[config.mk]
export PLATFORM = sky130hd
export DESIGN_NAME = pio_fifo
export DESIGN_NICKNAME = d
export VERILOG_FILES = /design/src/rtl/pio_fifo.sv
export SDC_FILE = /design/constraint.sdc
export NUM_CORES = 1
export LEC_CHECK = 0
export CELL_PAD_IN_SITES_DETAIL_PLACEMENT = 0
export CELL_PAD_IN_SITES_GLOBAL_PLACEMENT = 2
export CORE_MARGIN = 1
export CORE_UTILIZATION = 45
export CTS_CLUSTER_SIZE = 25
export DETAILED_ROUTE_END_ITERATION = 10
export MAX_ROUTING_LAYER = met4
export PLACE_DENSITY = 0.91
export REMOVE_ABC_BUFFERS = 1
export SYNTH_ARGS = -nofsm -noshare
export SYNTH_HDL_FRONTEND = slang
export SYNTH_SLANG_ARGS = --single-unit
export TNS_END_PERCENT = 20
[constraint.sdc]
create_clock -name clk -period 7.1 [get_ports clk]
set_clock_uncertainty 0.05 [all_clocks]
set_input_delay 1.065 -clock clk [delete_from_list [all_inputs] [get_ports clk]]
set_output_delay 1.065 -clock clk [all_outputs]
set_load 0.02 [all_outputs]
[src/rtl/pio_fifo.sv]
// pio_fifo: TX/RX FIFO pair between the host bus and one PIO state machine.
// The host fills TX and the machine pulls from it; the machine pushes into RX
// and the host drains it. Both heads are show-ahead and read as 0 when empty.
// Optional feature macro: PIO_FIFO_JOIN_EN builds the join logic that merges
// both storages into one double-depth FIFO for TX or RX.
module pio_fifo #(
  parameter int DEPTH = 4
) (
  input  logic                       clk,
  input  logic                       reset,
  input  logic                       machine_en,
  input  logic                       mc_pull,
  output logic [31:0]                mc_din,
  output logic                       mc_empty,
  input  logic                       mc_push,
  input  logic [31:0]                mc_dout,
  output logic                       mc_full,
  input  logic                       tx_wr,
  input  logic [31:0]                tx_wdata,
  output logic                       tx_full,
  input  logic                       rx_rd,
  output logic [31:0]                rx_rdata,
  output logic                       rx_empty,
  output logic [$clog2(DEPTH)+1:0]   tx_level,
  output logic [$clog2(DEPTH)+1:0]   rx_level,
  input  logic                       join_tx,
  input  logic                       join_rx,
  input  logic                       flags_clr,
  output logic                       tx_over,
  output logic                       rx_under,
  output logic                       tx_stall,
  output logic                       rx_stall
);

  localparam int AW = $clog2(DEPTH);
  localparam int PW = AW + 1;   // pointer width, spans the joined depth
  localparam int LW = AW + 2;   // level width, holds 0 .. 2*DEPTH

  typedef enum logic [1:0] {
    MODE_SPLIT   = 2'b00,
    MODE_TX_JOIN = 2'b01,
    MODE_RX_JOIN = 2'b10
  } mode_t;

  // Shared storage: lower half belongs to TX, upper half to RX when split.
  logic [31:0]   mem [0:2*DEPTH-1];

  mode_t         mode_s;
  mode_t         mode_r;
  logic          flush_s;

  logic [PW-1:0] tx_rd_ptr_r;
  logic [PW-1:0] tx_wr_ptr_r;
  logic [PW-1:0] rx_rd_ptr_r;
  logic [PW-1:0] rx_wr_ptr_r;
  logic [LW-1:0] tx_level_r;
  logic [LW-1:0] rx_level_r;

  logic [LW-1:0] tx_depth_s;
  logic [LW-1:0] rx_depth_s;
  logic          tx_on_s;
  logic          rx_on_s;
  logic          rx_upper_s;

  logic          tx_wr_acc_s;
  logic          tx_rd_acc_s;
  logic          rx_wr_acc_s;
  logic          rx_rd_acc_s;
  logic [PW-1:0] rx_waddr_s;
  logic [PW-1:0] rx_raddr_s;

  // Advance a pointer, wrapping at the active depth.
  function automatic logic [PW-1:0] ptr_next(input logic [PW-1:0] p,
                                             input logic [LW-1:0] depth);
    if ({1'b0, p} == depth - LW'(1)) begin
      return PW'(0);
    end else begin
      return p + PW'(1);
    end
  endfunction

`ifdef PIO_FIFO_JOIN_EN
  // Effective join mode: exactly one select set joins, otherwise split.
  always_comb begin
    mode_s = MODE_SPLIT;
    if (join_tx && !join_rx) begin
      mode_s = MODE_TX_JOIN;
    end else if (join_rx && !join_tx) begin
      mode_s = MODE_RX_JOIN;
    end else begin
      mode_s = MODE_SPLIT;
    end
  end
`else
  logic unused_join;
  assign unused_join = join_tx ^ join_rx;

  // Join selects are ignored in this build; the pair is always split.
  always_comb begin
    mode_s = MODE_SPLIT;
  end
`endif

  assign flush_s = (mode_s != mode_r);

  // Per-mode depth, enable and RX storage placement, from the registered mode.
  always_comb begin
    tx_depth_s = LW'(DEPTH);
    rx_depth_s = LW'(DEPTH);
    tx_on_s    = 1'b1;
    rx_on_s    = 1'b1;
    rx_upper_s = 1'b1;
    case (mode_r)
      MODE_TX_JOIN: begin
        tx_depth_s = LW'(2 * DEPTH);
        rx_on_s    = 1'b0;
      end
      MODE_RX_JOIN: begin
        rx_depth_s = LW'(2 * DEPTH);
        tx_on_s    = 1'b0;
        rx_upper_s = 1'b0;
      end
      default: begin
        tx_depth_s = LW'(DEPTH);
        rx_depth_s = LW'(DEPTH);
      end
    endcase
  end

  // Status comes only from registered levels; a disabled side looks full and empty.
  assign mc_empty = !tx_on_s || (tx_level_r == LW'(0));
  assign tx_full  = !tx_on_s || (tx_level_r == tx_depth_s);
  assign rx_empty = !rx_on_s || (rx_level_r == LW'(0));
  assign mc_full  = !rx_on_s || (rx_level_r == rx_depth_s);
  assign tx_level = tx_level_r;
  assign rx_level = rx_level_r;

  assign tx_wr_acc_s = tx_wr && !tx_full;
  assign tx_rd_acc_s = machine_en && mc_pull && !mc_empty;
  assign rx_wr_acc_s = machine_en && mc_push && !mc_full;
  assign rx_rd_acc_s = rx_rd && !rx_empty;

  assign rx_waddr_s = rx_upper_s ? (rx_wr_ptr_r | PW'(DEPTH)) : rx_wr_ptr_r;
  assign rx_raddr_s = rx_upper_s ? (rx_rd_ptr_r | PW'(DEPTH)) : rx_rd_ptr_r;

  assign mc_din   = mc_empty ? 32'h0 : mem[tx_rd_ptr_r];
  assign rx_rdata = rx_empty ? 32'h0 : mem[rx_raddr_s];

  // Storage writes; the RAM itself is never reset.
  always_ff @(posedge clk) begin
    if (tx_wr_acc_s) begin
      mem[tx_wr_ptr_r] <= tx_wdata;
    end
    if (rx_wr_acc_s) begin
      mem[rx_waddr_s] <= mc_dout;
    end
  end

  // Pointers, levels and mode; a change of join mode empties both FIFOs.
  always_ff @(posedge clk or posedge reset) begin
    if (reset) begin
      mode_r      <= MODE_SPLIT;
      tx_rd_ptr_r <= PW'(0);
      tx_wr_ptr_r <= PW'(0);
      rx_rd_ptr_r <= PW'(0);
      rx_wr_ptr_r <= PW'(0);
      tx_level_r  <= LW'(0);
      rx_level_r  <= LW'(0);
    end else if (flush_s) begin
      mode_r      <= mode_s;
      tx_rd_ptr_r <= PW'(0);
      tx_wr_ptr_r <= PW'(0);
      rx_rd_ptr_r <= PW'(0);
      rx_wr_ptr_r <= PW'(0);
      tx_level_r  <= LW'(0);
      rx_level_r  <= LW'(0);
    end else begin
      if (tx_wr_acc_s) tx_wr_ptr_r <= ptr_next(tx_wr_ptr_r, tx_depth_s);
      if (tx_rd_acc_s) tx_rd_ptr_r <= ptr_next(tx_rd_ptr_r, tx_depth_s);
      if (rx_wr_acc_s) rx_wr_ptr_r <= ptr_next(rx_wr_ptr_r, rx_depth_s);
      if (rx_rd_acc_s) rx_rd_ptr_r <= ptr_next(rx_rd_ptr_r, rx_depth_s);
      case ({tx_wr_acc_s, tx_rd_acc_s})
        2'b10:   tx_level_r <= tx_level_r + LW'(1);
        2'b01:   tx_level_r <= tx_level_r - LW'(1);
        default: tx_level_r <= tx_level_r;
      endcase
      case ({rx_wr_acc_s, rx_rd_acc_s})
        2'b10:   rx_level_r <= rx_level_r + LW'(1);
        2'b01:   rx_level_r <= rx_level_r - LW'(1);
        default: rx_level_r <= rx_level_r;
      endcase
    end
  end

  // Sticky error/stall flags; a clear wins over a same-cycle set.
  always_ff @(posedge clk or posedge reset) begin
    if (reset) begin
      tx_over  <= 1'b0;
      rx_under <= 1'b0;
      tx_stall <= 1'b0;
      rx_stall <= 1'b0;
    end else if (flags_clr) begin
      tx_over  <= 1'b0;
      rx_under <= 1'b0;
      tx_stall <= 1'b0;
      rx_stall <= 1'b0;
    end else begin
      if (tx_wr && tx_full)                      tx_over  <= 1'b1;
      if (rx_rd && rx_empty)                     rx_under <= 1'b1;
      if (machine_en && mc_pull && mc_empty)     tx_stall <= 1'b1;
      if (machine_en && mc_push && mc_full)      rx_stall <= 1'b1;
    end
  end

endmodule

==> impl_results.md <==
- Bufs on Longest Clock Path: 3
- Worst Setup End Kind: output pin
- Core ar.: a little under 0.03 mm²
- Count of cell types in the netlist: 43
- Synth cell count leaders: edfxtp_1, mux2_2, mux4_2, nand2_1, a21oi_1
- Worst reg2reg startpoint: tx_level[2]
- Setup slack after layout: 2.46 ns
- Clock-pin slew on the worst setup and hold paths: 0.06 ns
- Gate Count Post-Synth: 800
- Ys flop type: edfxtp_1
- FILL cells: 2394
- R2R depth: 5
- Vias: 7809
- CTS Sinks: 280
- Row cnt: between 60 and 70
- Reg power frac: 0.365
- Num ports: 154
- F_max: 215 MHz
- First-pass GRT wire length: 49.0 mm
- GR Util met2: 0.376
- Tot GR Track Use: 0.220
- Slew headroom: 0.292
- Fin util: 0.557
- Sequential area share after synthesis: 0.612
- Busiest grt layer: met2
- Total wire length: 32.0 mm
- Hold_buf cts: 0
- Measured slew at the worst slew-check pin: 1.06 ns
- Worst setup SP type: flip-flop
- Setup WS pre-CTS: between 2 and 3 ns
- Die area: 0.0308 mm²
- RSZ-0062 raised after global routing: no
- Pint: 4.46 mW
- GRT overflow: 0
- Critical Setup Path Class: reg2out
- Period Utilization, post-route: 0.654
- Main area contributors after synthesis: edfxtp_1, mux4_2, mux2_2, dfrtp_1, nand2_1
- Status: finished, final reports clean
- Worst vdd ir: 0.270 mV
- Min Tclk post-route: 4.64 ns
- Max Cap Violations: 0
- Setup TNS: 0 ns
- Switching power of the nets: 2.41 mW
- Most instantiated library cell after synthesis: edfxtp_1
- Post-CTS Setup Bufs: 0
- Final Hold Fails: 0
- Final antenna-violating net count: 0
- Root buf cell: clkbuf_16
- Worst Path Max Fanout: 35
- Post-Syn Area: 0.0136 mm²
- Largest area contributor in the netlist: edfxtp_1
- TritonCTS clock tree: done
- Hpwl dp: 18.9 mm
- Clock Latency Late Sink: approximately 0.56 ns
- Initial core utilization: 0.457
- DR iter-0 viols: 485
- Drc violations: 0
- Hold Crit Class: reg2reg
- Pin count of the biggest net entering global routing: 67
- Hold path endpoint: rx_wr_ptr_r[2]
- Footprint of the multi-input gates: a little over 0.005 mm²
- Worst hold path startpoint: rx_wr_ptr_r[2]
- Global Route met3 Usage: 0.0299
- Ys Warns: 0
- Worst reg2reg endpoint: mem[4][28]
- Reg area: 0.00830 mm²
- Post-synth EDFFs: 256
- Final slew viol count: 0
- CP Data Arrival Time: roughly 3.5 ns
- RePlAce Congestion: between 0.7 and 0.8
- Worst Path Required: approximately 6.0 ns
- Final setup fails: 0
- Wirelength per Cell: around 23 µm
- Clock Power Share: 0.215
- Layout cells sized above 1: 0.327
- Pwr dens: 417 mW/mm²
- DR pass1 iterations: 5
- Pleak: between 5 and 6 nW
- Vias in the first global route: about 8300
- WHS Path Cells: 1
- Initial antenna violation count: 1
- Area Growth Syn to Fin: 21.8%
- Comb power frac: 0.421
- H-tree depth: 1
- Chip width: roughly 180 µm
- Nets: 1039
- Syn avg cell area: 16.9 µm²
- Post-CTS sizing: 0
- Sw Ratio: 0.351
- Global Route met1 Usage: 0.279
- Die Span Y: 176 µm
- Port bufs: roughly 150
- Post-synthesis register bit count: 280
- R2R Setup Slk: 3.99 ns
- CTS Buf Count: 30
- Ys async rst share: 0.0857
- Top-area cell type share of the netlist area: 0.567
- Via-per-instance ratio: around 5.7
==> area by class of cell <==
cell class              count  share of cell area
clock inverters            24              0.0108
well taps                 390              0.0296
repair buffers            172               0.101
multi-input cells         459               0.307
diodes                      1            0.000152
flip-flops and latches    280               0.503
clock buffers              32              0.0459
inverters                  10             0.00227
==> cells by family (layout without fill, tap and decap cells) <==
logic type,count (synthesis),in the layout,share of synthesized area
compound gates,61,61,0.0258
mux,230,230,0.271
fa+ha+maj,12,12,0.0111
simple gates,148,148,0.0557
other cells,0,1,0
flops,280,280,0.612
buf+inv,61,238,0.0198
xor+xnor,8,8,0.00517
==> stage by stage <==
step           hold WS, ns  power (mW)  instances  area [µm²]
6_report             0.432        6.87       1368       16500
4_1_cts              0.431        6.96       1367       16500
3_3_place_gp         0.412        5.45       1311       15600
2_1_floorplan        0.394        4.24        749       13300
5_1_grt              0.457        7.21       1368       16500
3_5_place_dp         0.412        5.48       1311       15600
==> metal layers <==
layer | share of wire | vias up
met5 | 0 | -
met4 | 0.018 | 0
met3 | 0.052 | 51
met2 | 0.51 | 203
met1 | 0.42 | 4059
li1 | - | 3496
==> worst max path at each step <==
| stage | start | endpoint | slack, ns | cells after the start |
|---|---|---|---|---|
| after floorplan | tx_wr | mem[0][0] | 1.96 | 3 |
| after global placement | tx_rd_ptr_r[0] | mc_din[3] | 2.92 | 5 |
| after detailed placement | tx_rd_ptr_r[0] | mc_din[27] | 2.93 | 5 |
| after CTS | tx_rd_ptr_r[0] | mc_din[27] | 2.34 | 5 |
| after global routing | tx_rd_ptr_r[0] | mc_din[23] | 2.22 | 5 |
| final | tx_rd_ptr_r[0] | mc_din[13] | 2.46 | 5 |
==> layout by cell type (no fill, tap or decap), types with 2 or more instances in the layout <==
master / instances
nor2b_1: 21
buf_4: 21
clkinvlp_4: 2
nor3_2: 4
dfrtp_2: 3
ha_1: 12
xor2_1: 5
nand2_1: 75
inv_1: 8
nor2_1: 9
clkinv_1: 10
bufinv_16: 2
dfrtp_4: 2
a31oi_1: 4
mux4_2: 96
clkinv_2: 9
mux2_2: 134
nand2b_1: 4
and2b_1: 14
nand2_2: 4
xnor2_1: 3
o21ai_0: 4
nor4_2: 2
clkbuf_16: 30
o21ai_4: 3
dfrtp_1: 19
edfxtp_1: 256
clkbuf_1: 2
nand3_1: 5
nor3b_1: 3
clkdlybuf4s50_1: 151
a21oi_1: 39
==> worst max-delay path: stages (launching register included) <==
cell	delay, ns
dfrtp_4	0.91
buf_4	0.68
mux4_2	0.58
nand2_1	0.08
a21oi_1	0.12
clkdlybuf4s50_1	0.58
==> flip-flops by register name, summed over array words and instances, names as in the netlist <==
register     flops
mem            256
rx_level         4
rx_rd_ptr_r      3
rx_stall         1
rx_under         1
rx_wr_ptr_r      3
tx_level         4
tx_over          1
tx_rd_ptr_r      3
tx_stall         1
tx_wr_ptr_r      3
==> power by group through the flow <==
stage                     combinational, mW  sequential, mW  clock [mW]
after detailed placement               2.92            2.55           0
after floorplan                        1.74            2.50           0
after CTS                              2.93            2.52        1.50
after global routing                   3.09            2.56        1.56
after global placement                 2.91            2.54           0
final                                  2.89            2.51        1.48
Power figures use the tool's default switching activity.
